`src/rtl/jtframe_dwnld_pkg.sv`:
```
// jtframe_dwnld_pkg: shared types and constants for the ioctl-to-SDRAM download path
package jtframe_dwnld_pkg;

    typedef struct packed {
        logic [1:0]  bank;
        logic [21:0] waddr;
        logic        lane;
        logic [7:0]  data;
    } fifo_entry_t;

    typedef enum logic {IDLE, WAIT} state_t;

    localparam logic [1:0] MASK_LO   = 2'b10;
    localparam logic [1:0] MASK_HI   = 2'b01;
    localparam logic [1:0] MASK_BOTH = 2'b00;

endpackage

```
`src/rtl/jtframe_dwnld_fifo.sv`:
```
// jtframe_dwnld_fifo: 2**AW deep FIFO of download entries with single/dual pop
// ports: clk, rst (async high), push/din (ignored when full), pop, pop2 (drop two),
//        empty, full, has2 (two or more entries), head, next (entry behind head)
module jtframe_dwnld_fifo
    import jtframe_dwnld_pkg::*;
#(
    parameter int AW = 2
)(
    input  logic        clk,
    input  logic        rst,
    input  logic        push,
    input  fifo_entry_t din,
    input  logic        pop,
    input  logic        pop2,
    output logic        empty,
    output logic        full,
    output logic        has2,
    output fifo_entry_t head,
    output fifo_entry_t next
);
    fifo_entry_t    mem [2**AW];
    logic [AW-1:0]  rd, wr;
    logic [AW:0]    cnt, npop;
    logic           push_ok;

    assign empty   = cnt == '0;
    assign full    = cnt == (AW+1)'(2**AW);
    assign has2    = cnt > (AW+1)'(1);
    assign push_ok = push & ~full;
    assign npop    = pop2 ? (AW+1)'(2) : {{AW{1'b0}}, pop};
    assign head    = mem[rd];
    assign next    = mem[rd + 1'b1];

    always_ff @(posedge clk or posedge rst)
        if (rst) begin
            rd  <= '0;
            wr  <= '0;
            cnt <= '0;
        end else begin
            wr  <= wr + {{(AW-1){1'b0}}, push_ok};
            rd  <= rd + npop[AW-1:0];
            cnt <= cnt + {{AW{1'b0}}, push_ok} - npop;
        end

    always_ff @(posedge clk)
        if (push_ok) mem[wr] <= din;

endmodule

```
`src/rtl/jtframe_ioctl_prog.sv`:
```
// jtframe_ioctl_prog: turns the ioctl byte download stream into 16-bit SDRAM programming writes
// ports: clk_rom, rst (async high); downloading/ioctl_addr/ioctl_data/ioctl_wr from the I/O controller;
//        prog_addr/prog_data/prog_mask/prog_bank/prog_we to SDRAM, prog_rdy acknowledge;
//        dwnld_busy while downloading or draining; overflow sticky until downloading rises again.
// JTFRAME_DWNLD_MERGE_EN: merge an even/odd byte pair of the same word into one write.
module jtframe_ioctl_prog
    import jtframe_dwnld_pkg::*;
#(
    parameter logic [24:0] BA1_START = 25'h10_0000,
    parameter logic [24:0] BA2_START = 25'h20_0000,
    parameter logic [24:0] BA3_START = 25'h30_0000,
    parameter bit          SWAB      = 1'b0,
    parameter int          AW        = 2
)(
    input  logic        clk_rom,
    input  logic        rst,
    input  logic        downloading,
    input  logic [24:0] ioctl_addr,
    input  logic [7:0]  ioctl_data,
    input  logic        ioctl_wr,
    output logic [21:0] prog_addr,
    output logic [15:0] prog_data,
    output logic [1:0]  prog_mask,
    output logic [1:0]  prog_bank,
    output logic        prog_we,
    input  logic        prog_rdy,
    output logic        dwnld_busy,
    output logic        overflow
);
`ifdef JTFRAME_DWNLD_MERGE_EN
    localparam bit MERGE = 1'b1;
`else
    localparam bit MERGE = 1'b0;
`endif

    state_t      state;
    fifo_entry_t din, head, next;
    logic [1:0]  bank;
    logic [24:0] start, off;
    logic        empty, full, has2, push, drop, pop, merge, dl_q;

    assign bank  = ioctl_addr >= BA3_START ? 2'd3 :
                   ioctl_addr >= BA2_START ? 2'd2 :
                   ioctl_addr >= BA1_START ? 2'd1 : 2'd0;
    assign start = bank == 2'd3 ? BA3_START :
                   bank == 2'd2 ? BA2_START :
                   bank == 2'd1 ? BA1_START : '0;
    assign off   = ioctl_addr - start;
    assign din   = '{bank: bank, waddr: 22'(off >> 1), lane: ioctl_addr[0] ^ SWAB, data: ioctl_data};
    assign push  = ioctl_wr & downloading;
    assign drop  = push & full;
    assign merge = MERGE & state == IDLE & has2 & ~head.lane & next.lane &
                   head.bank == next.bank & head.waddr == next.waddr;
    assign pop   = state == IDLE & ~empty & ~merge;

    jtframe_dwnld_fifo #(.AW(AW)) u_fifo (
        .clk   (clk_rom),
        .rst   (rst),
        .push  (push),
        .din   (din),
        .pop   (pop),
        .pop2  (merge),
        .empty (empty),
        .full  (full),
        .has2  (has2),
        .head  (head),
        .next  (next)
    );

    always_ff @(posedge clk_rom or posedge rst)
        if (rst) begin
            state      <= IDLE;
            prog_addr  <= '0;
            prog_data  <= '0;
            prog_mask  <= '0;
            prog_bank  <= '0;
            prog_we    <= 1'b0;
            dwnld_busy <= 1'b0;
            overflow   <= 1'b0;
            dl_q       <= 1'b0;
        end else begin
            dl_q       <= downloading;
            overflow   <= drop | (overflow & ~(downloading & ~dl_q));
            dwnld_busy <= downloading | ~empty | state == WAIT;
            if (state == IDLE) begin
                if (!empty) begin
                    prog_we   <= 1'b1;
                    prog_bank <= head.bank;
                    prog_addr <= head.waddr;
                    prog_data <= merge ? {next.data, head.data} : {2{head.data}};
                    prog_mask <= merge ? MASK_BOTH : head.lane ? MASK_HI : MASK_LO;
                    state     <= WAIT;
                end
            end else if (prog_rdy) begin
                prog_we <= 1'b0;
                state   <= IDLE;
            end
        end

endmodule

```
`config.mk`:
```
export PLATFORM = sky130hd
export DESIGN_NAME = jtframe_ioctl_prog
export DESIGN_NICKNAME = d
export VERILOG_FILES = /design/src/rtl/jtframe_dwnld_pkg.sv /design/src/rtl/jtframe_dwnld_fifo.sv /design/src/rtl/jtframe_ioctl_prog.sv
export SDC_FILE = /design/constraint.sdc
export NUM_CORES = 1
export LEC_CHECK = 0
export BUFFER_PORTS_ARGS = -buffer_cell sky130_fd_sc_hd__clkbuf_2
export CORE_MARGIN = 2
export CORE_UTILIZATION = 58
export CTS_CLUSTER_SIZE = 14
export DETAILED_ROUTE_END_ITERATION = 8
export GPL_ROUTABILITY_DRIVEN = 0
export PLACE_DENSITY = 0.79
export SYNTH_ARGS = -nofsm -noshare
export SYNTH_HDL_FRONTEND = slang
export SYNTH_HIERARCHICAL = 1
export SYNTH_SLANG_ARGS = --single-unit
```
`constraint.sdc`:
```
create_clock -name clk_rom -period 6.5 [get_ports clk_rom]
set_input_delay 0.325 -clock clk_rom [delete_from_list [all_inputs] [get_ports clk_rom]]
set_output_delay 0.325 -clock clk_rom [all_outputs]
set_load 0.05 [all_outputs]
```
==> metrics.sh <==
RESULT_OF_THE_RUN='complete, no violations'
INITIAL_CORE_UTIL_PCT=59.6
PLACE.DETAILED.INSTANCES=523
LAYOUT.FILLER_CELLS=729
DIE_H_UM=112
FINAL_LAYOUT_SIZE_SUFFIX_GT1_SHARE_PCT=46.0
PATH_BUF_INV=1
AREA_OF_THE_MULTI_INPUT_GATES_MM2=0.00151
SYN_AREA_MM2=0.00681
PERIOD_MINUS_SLACK_PS=2960
POWER.LEAKAGE_nW=2.93
MAX_FREQ_GHz=0.338
FP.COREAREA_MM2=0.0114
HTREEDEPTH=4
IO_BUFFER_COUNT=82
CLOCK_SINK_COUNT=178
TIMING.SLEW.HEADROOM_PCT=25.8
REQUIRED_PS=6810
POWER.IR.VDD_WORST_mV=0.411
SEQ_AREA_MM2=0.00512
DRT.ANTENNA.VIOLATING_NETS=0
DRT_FIRST_ITER_VIOLATIONS=155
CLOCK-SKEW-FINAL_PS=4.77
DIE_WIDTH_UM=112
ROUTED_VIA_DENSITY=5.68
REPORT.FINAL.SLEW_VIOL_COUNT=0
GRT_MAX_DEGREE=40
CELL_DEPTH_OF_THE_WORST_FLOP_TO_FLOP_PATH=9
INSERTION_DELAY_PS=420
FINAL.SETUP.TNS_PS=0
GROUTE.USAGE.OVERALL_PCT=19.3
FINAL_MIN_PERIOD_OVER_CLOCK_PERIOD_PCT=45.5
WORST_MIN_DELAY_PATH_CLASS='input port to flop'
UNREPAIRED_SETUP_ENDPOINTS_AFTER_GLOBAL_ROUTING='false'
DETAILROUTE.VIA_COUNT=3158
MAX_STAGE_DELAY_PS=610
CTS_TREE='yes'
CLOCK_PATH_BUFFERS=2
DESIGN.DIE.AREA_MM2=0.0126
POWER.TOTAL_mW=4.05
DIODES=0
GRT_OVERFLOW_TOTAL=0
POWER_DENSITY_mW_PER_MM2=511
FINAL_NET_COUNT=446
CP_MAX_FO=34
DRT_FIRST_PASS_ITERS=4
DP.FINAL_HPWL_MM=6.31
ANTENNA_VIOLATIONS_BEFORE_REPAIR=0
NUMCTSBUFFERS=17
WIRELENGTH_MM=11.3
STANDARD_CELL_ROWS=39
CTS_RESIZED=0
FINALSETUPVIOLCOUNT=0
IOS=83
POST_DRT_WL_PER_CELL_UM=20.3
CLK_PIN_SLEW_WORST_PATHS_PS=60
CRIT_END_ELEMENT='flop'
HOLD_VIOL_FINAL=0
CPMOSTUSEDCELL='sky130_fd_sc_hd__ha_1'
CP_SLOWEST_CELL='sky130_fd_sc_hd__nor3_1'
WHS_PATH_CELLS=1
WORST-ENDPOINT-ARRIVAL_PS=3260
TIGHTEST_SLEW_PS=1110
GRT_FIRST_PASS_WIRELENGTH_MM=17.8
POST_SYNTH.CELL_AREA_AVG_UM2=21.7
CRITICAL_PATH_CELL_BY_CELL='nor3_1, nor2_4, nor2b_1, ha_1, inv_1, ha_1, fa_1, xor2_1, xnor2_1'
FINAL-INSTANCE-COUNT-EXCL-FILL=556
CPLARGESTDELAYFAMILY='simple AND/OR/NAND/NOR gates'
GRT_PASS1_VIAS=3315
START_KIND='flop'
TIMING.MAX_CAP.VIOLATIONS=0
SETUP.WORST_PATH.CLASS='flop to flop'
SYNTH_WARN=6
FLOW.AREA_GROWTH_FROM_SYNTHESIS_PCT=16.5
LAYOUT.CORE_UTILIZATION_PCT=69.4
DRC=0
SYNTHCELLS=314
CRITICAL_PATH_DEPTH=9
BUFFER_TYPE_AT_THE_CLOCK_TREE_ROOT='sky130_fd_sc_hd__clkbuf_16'
-- power by group --
group	internal [mW]	switching [mW]	total, mW
Clock	0.663	0.407	1.07
Combinational	0.489	0.830	1.32
Sequential	1.47	0.193	1.66
-- state kept, by name (all words and copies together), names as in the netlist --
register,count
u_fifo/mem,132
prog_addr,22
prog_data,8
u_fifo/cnt,3
prog_bank,2
prog_mask,2
u_fifo/rd,2
u_fifo/wr,2
dl_q,1
dwnld_busy,1
overflow,1
prog_we,1
state,1
-- metrics by stage --
stage                     area [um^2]  setup WS [ps]  hold slack [ps]
final                            7930           3540             57.0
after global routing             7930           3370             48.7
after CTS                        7930           3530             42.9
after detailed placement         7280           3570              274
after global placement           7280           3630              268
after floorplan                  6810           1950              128
-- worst paths after layout --
kind	endpoint	start	slack (ps)
min in group asynchronous	u_fifo/rd[1]	rst	380
setup / recovery	u_fifo/cnt[2]	u_fifo/cnt[0]	3540
setup reg to reg	u_fifo/cnt[2]	u_fifo/cnt[0]	3540
hold reg to reg	u_fifo/cnt[2]	u_fifo/cnt[2]	490
hold / removal	dl_q	downloading	60
max in group asynchronous	prog_addr[2]	rst	5290
-- placed cells by master (no fill, tap or decap), types with 3 or more instances in the layout --
cell type,n
sky130_fd_sc_hd__clkinvlp_4,3
sky130_fd_sc_hd__mux2_1,3
sky130_fd_sc_hd__ha_1,6
sky130_fd_sc_hd__clkbuf_2,82
sky130_fd_sc_hd__edfxtp_1,132
sky130_fd_sc_hd__nor2b_1,3
sky130_fd_sc_hd__bufinv_16,4
sky130_fd_sc_hd__or4_1,3
sky130_fd_sc_hd__xnor2_1,4
sky130_fd_sc_hd__inv_1,8
sky130_fd_sc_hd__mux4_2,33
sky130_fd_sc_hd__mux2_2,30
sky130_fd_sc_hd__clkbuf_16,17
sky130_fd_sc_hd__clkinv_2,3
sky130_fd_sc_hd__nand2b_1,3
sky130_fd_sc_hd__dfrtp_1,44
sky130_fd_sc_hd__conb_1,3
sky130_fd_sc_hd__clkinv_4,3
sky130_fd_sc_hd__buf_4,4
-- area by class of cell --
type                       instances  area share, %
timing repair buffer              87           5.68
clock inverter                    13           2.32
sequential                       178           64.6
clock buffer                      19           5.71
tap                              143           2.26
multi-input combinational        107           19.0
inverter                           9          0.426
-- metal layers --
| layer | share of wire, % | wire, um | up-vias | global-route usage [%] |
|---|---|---|---|---|
| li1 | - | - | 1402 | - |
| met1 | 41 | 4670 | 1647 | 25.2 |
| met2 | 52 | 5830 | 96 | 31.2 |
| met3 | 5.2 | 585 | 13 | 5.24 |
| met4 | 1.7 | 196 | 0 | 8.05 |
| met5 | 0 | 0 | - | 0 |
-- timing repair --
action,4_1_cts,5_1_grt
setup endpoints to repair,0,0
hold buffers,1,0
hold endpoints to repair,7,0
buffers inserted,0,0
No activity file was read; power rests on OpenSTA's default activity.
